==> src/rtl/fp_sub_seq_32bit.sv <==
// rtl/fp_sub_seq_32bit.sv - multi-cycle IEEE-754 single-precision subtractor, result = a - b
// Define FPS_ROUND_NEAREST_EN for round-to-nearest-even in PACK; the default build truncates.
module fp_sub_seq_32bit #(
  parameter int          NORM_SHIFT = 1,
  parameter logic [31:0] CANON_NAN  = 32'h7FC00000
) (
  input  logic        clk,
  input  logic        rst,
  input  logic        in_valid,
  output logic        in_ready,
  input  logic [31:0] a,
  input  logic [31:0] b,
  output logic        out_valid,
  input  logic        out_ready,
  output logic [31:0] result
);

  typedef enum logic [2:0] {
    S_IDLE,
    S_UNPACK,
    S_ADD,
    S_NORM,
    S_PACK,
    S_DONE
  } state_t;

  localparam logic [4:0] NSH = 5'(NORM_SHIFT);

  state_t      state_q, state_d;
  logic [31:0] opa_q, opa_d, opb_q, opb_d;
  logic        sign_q, sign_d, sub_q, sub_d, zero_q, zero_d;
  logic [9:0]  exp_q, exp_d;
  logic [26:0] x_q, x_d, y_q, y_d, mant_q, mant_d;
  logic [4:0]  k_q, k_d;
  logic [31:0] result_q, result_d;

  function automatic logic [4:0] lzc27(input logic [26:0] v);
    logic [4:0] n;
    logic       found;
    n     = 5'd0;
    found = 1'b0;
    for (int i = 26; i >= 0; i--) begin
      if (v[i]) found = 1'b1;
      else if (!found) n = n + 5'd1;
    end
    return n;
  endfunction

  logic        a_nan, a_inf, b_nan, b_inf;
  assign a_nan = (&a[30:23]) & (|a[22:0]);
  assign a_inf = (&a[30:23]) & ~(|a[22:0]);
  assign b_nan = (&b[30:23]) & (|b[22:0]);
  assign b_inf = (&b[30:23]) & ~(|b[22:0]);

  // Operand alignment; b is negated here so the rest of the datapath is a plain signed add.
  logic [7:0]  ea, eb, ex, ey, d;
  logic [23:0] ma, mb, mx, my;
  logic        sb_eff, a_ge, sx;
  logic [26:0] y_ext, y_sh, y_al;
  logic        y_lost;
  assign ea     = opa_q[30:23];
  assign eb     = opb_q[30:23];
  assign ma     = {|ea, opa_q[22:0]};
  assign mb     = {|eb, opb_q[22:0]};
  assign sb_eff = ~opb_q[31];
  assign a_ge   = opa_q[30:0] >= opb_q[30:0];
  assign ex     = a_ge ? ea : eb;
  assign mx     = a_ge ? ma : mb;
  assign sx     = a_ge ? opa_q[31] : sb_eff;
  assign ey     = a_ge ? eb : ea;
  assign my     = a_ge ? mb : ma;
  assign d      = ex - ey;
  assign y_ext  = {my, 3'b000};
  assign y_sh   = y_ext >> d;
  assign y_lost = |(y_ext & ((27'd1 << d) - 27'd1));
  assign y_al   = (d >= 8'd27) ? {26'd0, |my} : (y_sh | {26'd0, y_lost});

  logic [27:0] sum28;
  logic [4:0]  lz, sh;
  assign sum28 = sub_q ? ({1'b0, x_q} - {1'b0, y_q}) : ({1'b0, x_q} + {1'b0, y_q});
  assign lz    = lzc27(sum28[26:0]);
  assign sh    = (k_q < NSH) ? k_q : NSH;

  logic        rnd_up;
  logic [24:0] m25;
  logic [22:0] frac;
  logic [9:0]  exp_r;
`ifdef FPS_ROUND_NEAREST_EN
  assign rnd_up = mant_q[2] & (mant_q[1] | mant_q[0] | mant_q[3]);
`else
  assign rnd_up = 1'b0;
`endif
  assign m25   = {1'b0, mant_q[26:3]} + {24'd0, rnd_up};
  assign frac  = m25[24] ? m25[23:1] : m25[22:0];
  assign exp_r = exp_q + {9'd0, m25[24]};

  always_comb begin
    state_d   = state_q;
    opa_d     = opa_q;
    opb_d     = opb_q;
    sign_d    = sign_q;
    sub_d     = sub_q;
    zero_d    = zero_q;
    exp_d     = exp_q;
    x_d       = x_q;
    y_d       = y_q;
    mant_d    = mant_q;
    k_d       = k_q;
    result_d  = result_q;
    in_ready  = 1'b0;
    out_valid = 1'b0;
    case (state_q)
      S_IDLE: begin
        in_ready = 1'b1;
        if (in_valid) begin
          if (a_nan || b_nan || (a_inf && b_inf && (a[31] == b[31]))) begin
            result_d = CANON_NAN;
            state_d  = S_DONE;
          end else if (a_inf) begin
            result_d = a;
            state_d  = S_DONE;
          end else if (b_inf) begin
            result_d = {~b[31], 8'hFF, 23'd0};
            state_d  = S_DONE;
          end else begin
            opa_d   = (a[30:23] == 8'd0) ? {a[31], 31'd0} : a;
            opb_d   = (b[30:23] == 8'd0) ? {b[31], 31'd0} : b;
            state_d = S_UNPACK;
          end
        end
      end
      S_UNPACK: begin
        x_d     = {mx, 3'b000};
        y_d     = y_al;
        exp_d   = {2'b00, ex};
        sign_d  = sx;
        sub_d   = opa_q[31] ^ sb_eff;
        zero_d  = 1'b0;
        state_d = S_ADD;
      end
      S_ADD: begin
        if (sum28 == 28'd0) begin
          zero_d  = 1'b1;
          sign_d  = 1'b0;
          mant_d  = 27'd0;
          state_d = S_PACK;
        end else if (sum28[27]) begin
          mant_d  = {sum28[27:2], sum28[1] | sum28[0]};
          exp_d   = exp_q + 10'd1;
          state_d = S_PACK;
        end else begin
          mant_d  = sum28[26:0];
          k_d     = lz;
          state_d = (lz != 5'd0) ? S_NORM : S_PACK;
        end
      end
      S_NORM: begin
        if (exp_q <= {5'd0, sh}) begin
          zero_d  = 1'b1;
          state_d = S_PACK;
        end else begin
          mant_d = mant_q << sh;
          exp_d  = exp_q - {5'd0, sh};
          k_d    = k_q - sh;
          if (k_q == sh) state_d = S_PACK;
        end
      end
      S_PACK: begin
        if (zero_q) result_d = {sign_q, 31'd0};
        else if (exp_r >= 10'd255) result_d = {sign_q, 8'hFF, 23'd0};
        else result_d = {sign_q, exp_r[7:0], frac};
        state_d = S_DONE;
      end
      S_DONE: begin
        out_valid = 1'b1;
        if (out_ready) state_d = S_IDLE;
      end
      default: state_d = S_IDLE;
    endcase
  end

  always_ff @(posedge clk) begin
    if (rst) begin
      state_q  <= S_IDLE;
      opa_q    <= 32'd0;
      opb_q    <= 32'd0;
      sign_q   <= 1'b0;
      sub_q    <= 1'b0;
      zero_q   <= 1'b0;
      exp_q    <= 10'd0;
      x_q      <= 27'd0;
      y_q      <= 27'd0;
      mant_q   <= 27'd0;
      k_q      <= 5'd0;
      result_q <= 32'd0;
    end else begin
      state_q  <= state_d;
      opa_q    <= opa_d;
      opb_q    <= opb_d;
      sign_q   <= sign_d;
      sub_q    <= sub_d;
      zero_q   <= zero_d;
      exp_q    <= exp_d;
      x_q      <= x_d;
      y_q      <= y_d;
      mant_q   <= mant_d;
      k_q      <= k_d;
      result_q <= result_d;
    end
  end

  assign result = result_q;

endmodule
==> config.mk <==
export PLATFORM = sky130hd
export DESIGN_NAME = fp_sub_seq_32bit
export DESIGN_NICKNAME = d
export VERILOG_FILES = /design/src/rtl/fp_sub_seq_32bit.sv
export SDC_FILE = /design/constraint.sdc
export NUM_CORES = 1
export LEC_CHECK = 0
export ABC_AREA = 1
export CAP_MARGIN = 0
export CORE_ASPECT_RATIO = 0.6
export CORE_MARGIN = 2
export CORE_UTILIZATION = 45
export DETAILED_ROUTE_END_ITERATION = 16
export PLACE_DENSITY = 0.63
export SLEW_MARGIN = 15
export SYNTH_ARGS = -nofsm -noshare
export SYNTH_HDL_FRONTEND = slang
export SYNTH_SLANG_ARGS = --single-unit
==> constraint.sdc <==
create_clock -name clk -period 15.6 [get_ports clk]
set_clock_uncertainty 0.05 [all_clocks]
set_input_delay 2.34 -clock clk [delete_from_list [all_inputs] [get_ports clk]]
set_output_delay 2.34 -clock clk [all_outputs]
set_load 0.03 [all_outputs]
; After elaboration in Yosys (flattened, before gate mapping)
; Index checks and enable logic that the tools add are counted.
[word_totals]
elab_cells = 240
ram_bits = 0
mem_bits_ro = 0
mem_count = 0
ff_bits = 195
in_bits = 68
out_inout_bits = 34
latchBits = 0
[classes]
reduce_logical = 29
n_bitwise = 15
mul = 0
add_sub_neg = 33
shift = 3
n_eq_ne = 17
div = 0
n_mux = 126
n_lt_le_gt_ge = 5
[ops]
columns = operator, n
row1 = $mux 5, 56
row2 = $add 5x1->5 const B, 26
row3 = $mux 32, 4
row4 = $mux 31, 4
row5 = $mux 27, 4
row6 = $pmux 32 s2, 1
row7 = $pmux 27 s2, 1
row8 = $mux 24, 2
row9 = $reduce_or 23->1, 2
row10 = $mux 1, 33
row11 = $ge 31x31->1, 1
row12 = $mux 10, 3
row13 = $mux 3, 10
row14 = $pmux 10 s3, 1
row15 = $add 27x27->28, 1
row16 = $logic_not 28->1, 1
row17 = $mux 28, 1
row18 = $sub 27x27->28, 1
row19 = $and 27x27->27, 1
row20 = $or 27x1->27, 1
row21 = $reduce_or 27->1, 1
row22 = $shl 1x8->27 const A, 1
row23 = $shl 27x5->27, 1
row24 = $shr 27x8->27, 1
row25 = other kinds (40), 70

; Depth between registers and ports, before layout
; Gate-level depths: netlist of the first run.
[depth]
word_depth = 86
depth_mapped = 117
depth_no_buf = 116

; Worst setup path before layout of the first run
; OpenSTA, ideal clock, no wires.
[synth_path]
path_kind = reg-to-reg
from = register x_q[3]
to = register state_q[2]
t_required_ps = 15479
path_slack_ps = 2265
setup_time_ps = 71
period_less_slack_ps = 13335
path_stages_with_launch = 113
arrival_ps = 13214
n_path_buf = 0
path_cell_list = dfxtp_1 -> ha_1 -> inv_1 -> fa_1 -> inv_1 -> nand3_1 -> nand3_1 -> nand2_1 -> nand3_1 -> nand2_1 -> nand2_1 -> nand2_1 -> nand2_1 -> nand2_2 -> a21oi_1 -> ha_1 -> nor2_1 -> nand2_1 -> [... 77 more ...] -> ha_1 -> nand2_1 -> o211ai_1 -> ha_1 -> nand2_1 -> nand2_1 -> ha_1 -> nand2_1 -> a31oi_1 -> nor2_1 -> nand2_1 -> nor2_1 -> nand3_1 -> nand2_1 -> nand2_1 -> nand2_1 -> nand2_1 -> a21oi_1
[synth_via]
elab_chain_len = 86
word_cells_on_any_way = 114
classes_between = 28 x add/sub / 84 x mux / 2 x reduce/logical
[synth_lines]
columns = item, line_no
row1 = "start, declared", 33  ; logic [26:0] x_q, x_d, y_q, y_d, mant_q, mant_d;
row2 = "start signal, assigned", 191  ; x_q <= 27'd0;
row3 = "start signal, assigned", 204  ; x_q <= x_d;
row4 = $add 27x27->28 / $sub 27x27->28 (equally long branches), 80  ; assign sum28 = sub_q ? ({1'b0, x_q} - {1'b0, y_q}) : ({1'b0, x_q} + {1'b0, y_q});
row5 = $mux 28 *, 80
row6 = $mux 1, 43  ; if (v[i]) found = 1'b1;
row7 = $add 5x1->5, 44  ; else if (!found) n = n + 5'd1;
row8 = $mux 5, 44
row9 = $mux 5, 43
row10 = $add 5x1->5, 44
row11 = $mux 5, 44
row12 = [... 70 more ...], --
row13 = $add 5x1->5, 44
row14 = $mux 5, 44
row15 = $mux 5, 43
row16 = $reduce_bool 5->1, 154  ; state_d = (lz != 5'd0) ? S_NORM : S_PACK;
row17 = $mux 3, 154
row18 = $mux 3, 147  ; end else if (sum28[27]) begin
row19 = $mux 3 *, 142  ; if (sum28 == 28'd0) begin
row20 = $pmux 3 s6 *, 112  ; case (state_q)
row21 = "end signal, assigned", 197  ; state_q <= state_d;
row22 = "end, declared", 29  ; state_t state_q, state_d;
; Mark *: on every way between the ends. The rest lies on a longest branch, timed or not.
; A chain may end at the register's enable or synchronous reset.

; Final worst setup path of the first run
; Ends and elaborated chain as after synthesis.

==> results of run 1 <==
==> flip-flops by register name, summed over array words and instances, names as in the netlist <==
signal / count
exp_q: 10
sub_q: 1
sign_q: 1
zero_q: 1
opb_q: 32
opa_q: 32
mant_q: 26
k_q: 5
y_q: 27
result: 32
state_q: 3
x_q: 24
==> metal layers <==
| metal | vias to the layer above | share of wire, % |
|---|---|---|
| li1 | 10100 | - |
| met1 | 9506 | 52 |
| met2 | 1043 | 35 |
| met3 | 31 | 13 |
| met4 | 0 | 0.50 |
| met5 | - | 0 |
==> per-stage QoR <==
step / hold WS (ns) / setup TNS (ns) / area (µm²) / utilization (%) / instances
after floorplan: 0.3953 / 0 / 17990 / - / 3021
after global placement: 0.4012 / 0 / 19360 / 49.35 / 3550
after detailed placement: 0.4035 / 0 / 19360 / 49.35 / 3550
after CTS: 0.4167 / 0 / 20030 / 51.04 / 3582
after global routing: 0.4341 / -0.1278 / 20820 / 53.05 / 3598
final: 0.4176 / 0 / 20820 / 53.05 / 3598
==> worst min path at each step <==
stage	end	slack [ns]	startpoint	cells past startpoint
6_report	result[18]	0.42	result[18]	2
5_1_grt	result[7]	0.43	result[7]	2
3_3_place_gp	result[7]	0.40	result[7]	2
3_5_place_dp	result[4]	0.40	result[4]	2
2_1_floorplan	result[15]	0.40	mant_q[18]	2
4_1_cts	result[17]	0.42	mant_q[20]	2
==> final cells by class <==
type | instances | area share [%]
Multi-Input combinational cell | 2253 | 60.41
Sequential cell | 194 | 18.78
Inverter | 459 | 8.312
Timing Repair Buffer | 138 | 6.179
Tap cell | 522 | 3.137
Clock buffer | 17 | 2.044
Clock inverter | 15 | 1.136
==> critical path: cells and delay by family, from the launching register on <==
family	cells	cell delay [ns]
AOI/OAI and AO/OA	12	1.22
adders and majority gates	26	7.17
buffers and inverters	11	0.75
DFF	1	0.39
and+or+nand+nor	64	4.82
==> cell usage in the layout (no fill, tap or decap), types with 42 or more instances in the layout <==
master	netlist	final
nand2_1	740	702
inv_1	414	407
a21oi_1	287	276
o21ai_0	244	240
nor2_1	252	235
dfxtp_1	194	177
nand3_1	153	146
clkdlybuf4s50_1	0	100
ha_1	113	86
nand2_2	30	62
a211oi_1	56	56
nand4_1	42	42
==> kinds of logic after synthesis <==
logic type	Yosys count	share of synthesized area, %
and+or+nand+nor	1343	32.51
xor gates and xnor gates	29	1.413
adders and majority gates	115	8.087
DFF	194	21.60
muxes	6	0.3341
AOI/OAI and AO/OA	755	23.84
buffers and inverters	574	12.17
other	2	0.04178
==> repair_timing <==
action                                  4_1_cts  5_1_grt
setup buffers                                 0       16
resized for setup                             0      173
endpoints found under the setup margin        0        7
hold endpoints to repair                      0        0
hold buffers                                  0        0
==> reports/metrics.cfg, run 1 <==
[timing]
fin_crit_ns=14.46
setup-violations-final=0
hold_viol_final=0
slew_headroom_pct=11.17
tightest_slew_ns=1.319
max_freq_ghz=0.06914
setup_slack_ns=1.137
post-route-period-util_pct=92.71
report.final.slew_viol_count=0

[critical_path]
critical-path-max-stage-delay_ns=0.39
critPathKind=reg -> reg
endpoint=state_q[2]
critPathLaunch=x_q[3]
required_ns=15.96
crit_top_cell=nand2_1
cp_max_fo=5
cp-end-kind=flop
r2r_cells=113
cp-start-kind=flop
rrSetupSlack_ns=1.14
cp.arrival_ns=14.82
r2r-end=state_q[2]
reg2reg_from=x_q[3]
crit_slowest_cell=dfxtp_4

[floorplan]
rows=56
die_h_um=158.8
die_area_um2=41620
die_w_um=262.0
start_util_pct=45.82
pin_count=102
coreArea_um2=39240

[placement]
place_congestion=1.015
dp_slack_ns=0.6838
io_buffers=101
hpwl_um=55740

[synthesis]
seq_area_frac_synth_pct=21.60
synth_top_area_share_pct=21.60
synth_cell_types=62
synth_warnings=0
syn-cell-area_um2=17980
yosysMostFrequentCell=nand2_1
ys.flop_type=dfxtp_1
async_flop_share_pct=0
ys_ff_latch=194
synth_area_leaders=dfxtp_1 (22%), nand2_1 (15%), inv_1 (8.6%), a21oi_1 (8.0%), ha_1 (7.9%)
synth_edf_count=0
yosys.area.top_type=dfxtp_1
syn_inst=3018
yosys-top-cells-count=nand2_1 (740), inv_1 (414), a21oi_1 (287)
avgSynthCellArea_um2=5.957

[job]
max_cap_violations=0

[global_routing]
antenna_found_initial=0
grt-ovfl-total=0
use_met2_pct=38.34
grt_use_met1_pct=56.61
first_global_vias=17800
grt.total_usage_pct=32.72
grt_max_degree=102
grt_busiest_layer=met1
met3_usage_pct=8.972
grt_pass1_wl_um=105700

[cts]
cts.sinks=194
clkSlewWorstSetupHoldPaths_ns=0.10
clock_latency_ns=0.47
htreeDepth=4
clockBufferDepth=2
cts_buffers=17
cts_root_buffer=clkbuf_16
cts_tree=built

[detailed_routing]
drc=0
drtAntennaViolNets=0
routed_wirelength_um=69760
vias=20680
wl_per_cell_um=19.39
drt-initial-drc-count=2710
firstDrtPassIters=6
vias_per_cell=5.749

[finish]
area_growth_pct=15.80
fill_cells=4010
final_nets=3246
antennaDiodeCount=0
layout-drive-gt1-share_pct=10.50
multi_input_area_um2=12580
regArea_um2=3910

[outcome]
status=finished clean

[hold_path]
hold_path_class=reg -> reg

Power of run 1 is not shown: default switching activity piles up to over one toggle a cycle in this logic, so the estimate is an artifact.
==> run 2, diff against run 1 <==
--- a/config.mk
+++ b/config.mk
@@ -11,8 +11,9 @@
 export CORE_MARGIN = 2
 export CORE_UTILIZATION = 45
 export DETAILED_ROUTE_END_ITERATION = 16
+export GPL_ROUTABILITY_DRIVEN = 0
 export PLACE_DENSITY = 0.63
-export SLEW_MARGIN = 15
+export SLEW_MARGIN = 30
 export SYNTH_ARGS = -nofsm -noshare
 export SYNTH_HDL_FRONTEND = slang
 export SYNTH_SLANG_ARGS = --single-unit
==> run 2 against run 1 <==
  * Sequential cell count unchanged
  * Die area unchanged
  * Register-to-register slack got worse by 0.21 ns
  * Worst hold slack worse by 0.0013 ns
  * Wire length down 4.3%
  * Maximum frequency down 1.4%
  * Final area is 0.92% lower
  * First-iteration DRC count up 11%
  * Critical path type unchanged
  * Largest cell class unchanged
==> reports/metrics.cfg, run 2 (synthesis gave the netlist of run 1 again) <==
[detailed_routing]
drtAntennaViolNets=0
drt-initial-drc-count=3020
vias_per_cell=5.796
wl_per_cell_um=18.57
drc=0
routed_wirelength_um=66780
firstDrtPassIters=7
vias=20840

[critical_path]
rrSetupSlack_ns=0.93
cp_max_fo=5
cp-start-kind=flop
cp-end-kind=flop
crit_slowest_cell=dfxtp_1
critPathKind=reg -> reg
cp.arrival_ns=15.02
cp_top_family=adder cells
critical-path-max-stage-delay_ns=0.51
crit_top_cell=nand2_1
worstPathBufferInverterCount=10
required_ns=15.95

[finish]
final_nets=3244
fill_cells=3961
layout_common_cells=nand2_1 (726), inv_1 (411), a21oi_1 (281), nor2_1 (237), o21ai_0 (237)
stdcell_count=3596
area_growth_pct=14.73
layout_commonest_cell=nand2_1
antennaDiodeCount=0
layout-drive-gt1-share_pct=9.011

[timing]
timing.hold.ws_ns=0.4162
max_freq_ghz=0.06816
post-route-period-util_pct=94.04
report.final.slew_viol_count=0
fin_crit_ns=14.67
setup-violations-final=0
slew_headroom_pct=25.25
hold_viol_final=0
tightest_slew_ns=1.109

[floorplan]
die_w_um=262.0
die_area_um2=41620
rows=56
die_h_um=158.8
coreArea_um2=39240
pin_count=102
start_util_pct=45.82

[cts]
cts_tree=built
clkSlewWorstSetupHoldPaths_ns=0.09
ctsHoldBuffers=0
cts_buffers=17
cts_root_buffer=clkbuf_16
clockBufferDepth=2
cts.sinks=194
htreeDepth=4
clock_latency_ns=0.47

[placement]
io_buffers=101
hpwl_um=52770
dp_cells=3549

[global_routing]
antenna_found_initial=0
grt_pass1_wl_um=101100
grt-ovfl-total=0
grt_max_degree=101
grt.total_usage_pct=30.96
first_global_vias=17810

[job]
max_cap_violations=0

[outcome]
status=finished clean

[hold_path]
hold_path_class=reg -> reg

[run 2: cell count changes in the layout (fill, tap and decap cells not counted), sizes merged]
cell      previous run  this run
buf                 38        36
inv                464       459
clkinvlp             0         1
clkinv              10        14
[run 2: worst register-to-register path: cells and delay by family, from the launching register on]
family	cells	cell delay, ns
compound gates	13	1.46
fa+ha+maj	25	6.76
buf+inv	10	0.79
flops	1	0.51
simple gates	64	4.99
[run 2: path summary, 6_finish.rpt]
kind | start | endpoint | cells after the start
max reg2reg | y_q[1] | state_q[2] | 112
min | result[4] | result[4] | 2
max | y_q[1] | state_q[2] | 112
min reg2reg | result[4] | result[4] | 2
[run 2: metal layers]
layer  routed length, µm  global-route usage (%)  share of wire (%)
met3                9987                   11.96                 15
met1               32430                   49.87                 49
met5                   0                       0                  0
met4                 733                   5.008                1.1
met2               23630                   37.36                 35
[run 2: stage by stage]
step | setup TNS (ns) | area, µm² | setup WS, ns | util, %
after floorplan | 0 | 17990 | 2.265 | -
after global placement | 0 | 19360 | 1.058 | 49.33
after detailed placement | 0 | 19360 | 0.4343 | 49.34
after CTS | 0 | 20020 | 0.3903 | 51.01
after global routing | -0.1036 | 20630 | -0.09356 | 52.57
final | 0 | 20630 | 0.9293 | 52.57
[run 2: layout make-up]
type                            instances  area (µm²)  area share, %
Clock buffer                           17       425.4          2.062
Timing Repair Buffer                  136        1275          6.181
Tap cell                              522       653.1          3.167
Multi-Input combinational cell       2253       12410          60.15
Sequential cell                       194        3904          18.93
Inverter                              459        1732          8.396
Clock inverter                         15       231.5          1.122
[run 2: timing repair]
| item | CTS | global route |
|---|---|---|
| setup buffers | 0 | 15 |
| resized for setup | 0 | 118 |
| endpoints found under the setup margin | 0 | 7 |
Power of run 2 is left out for the same reason.
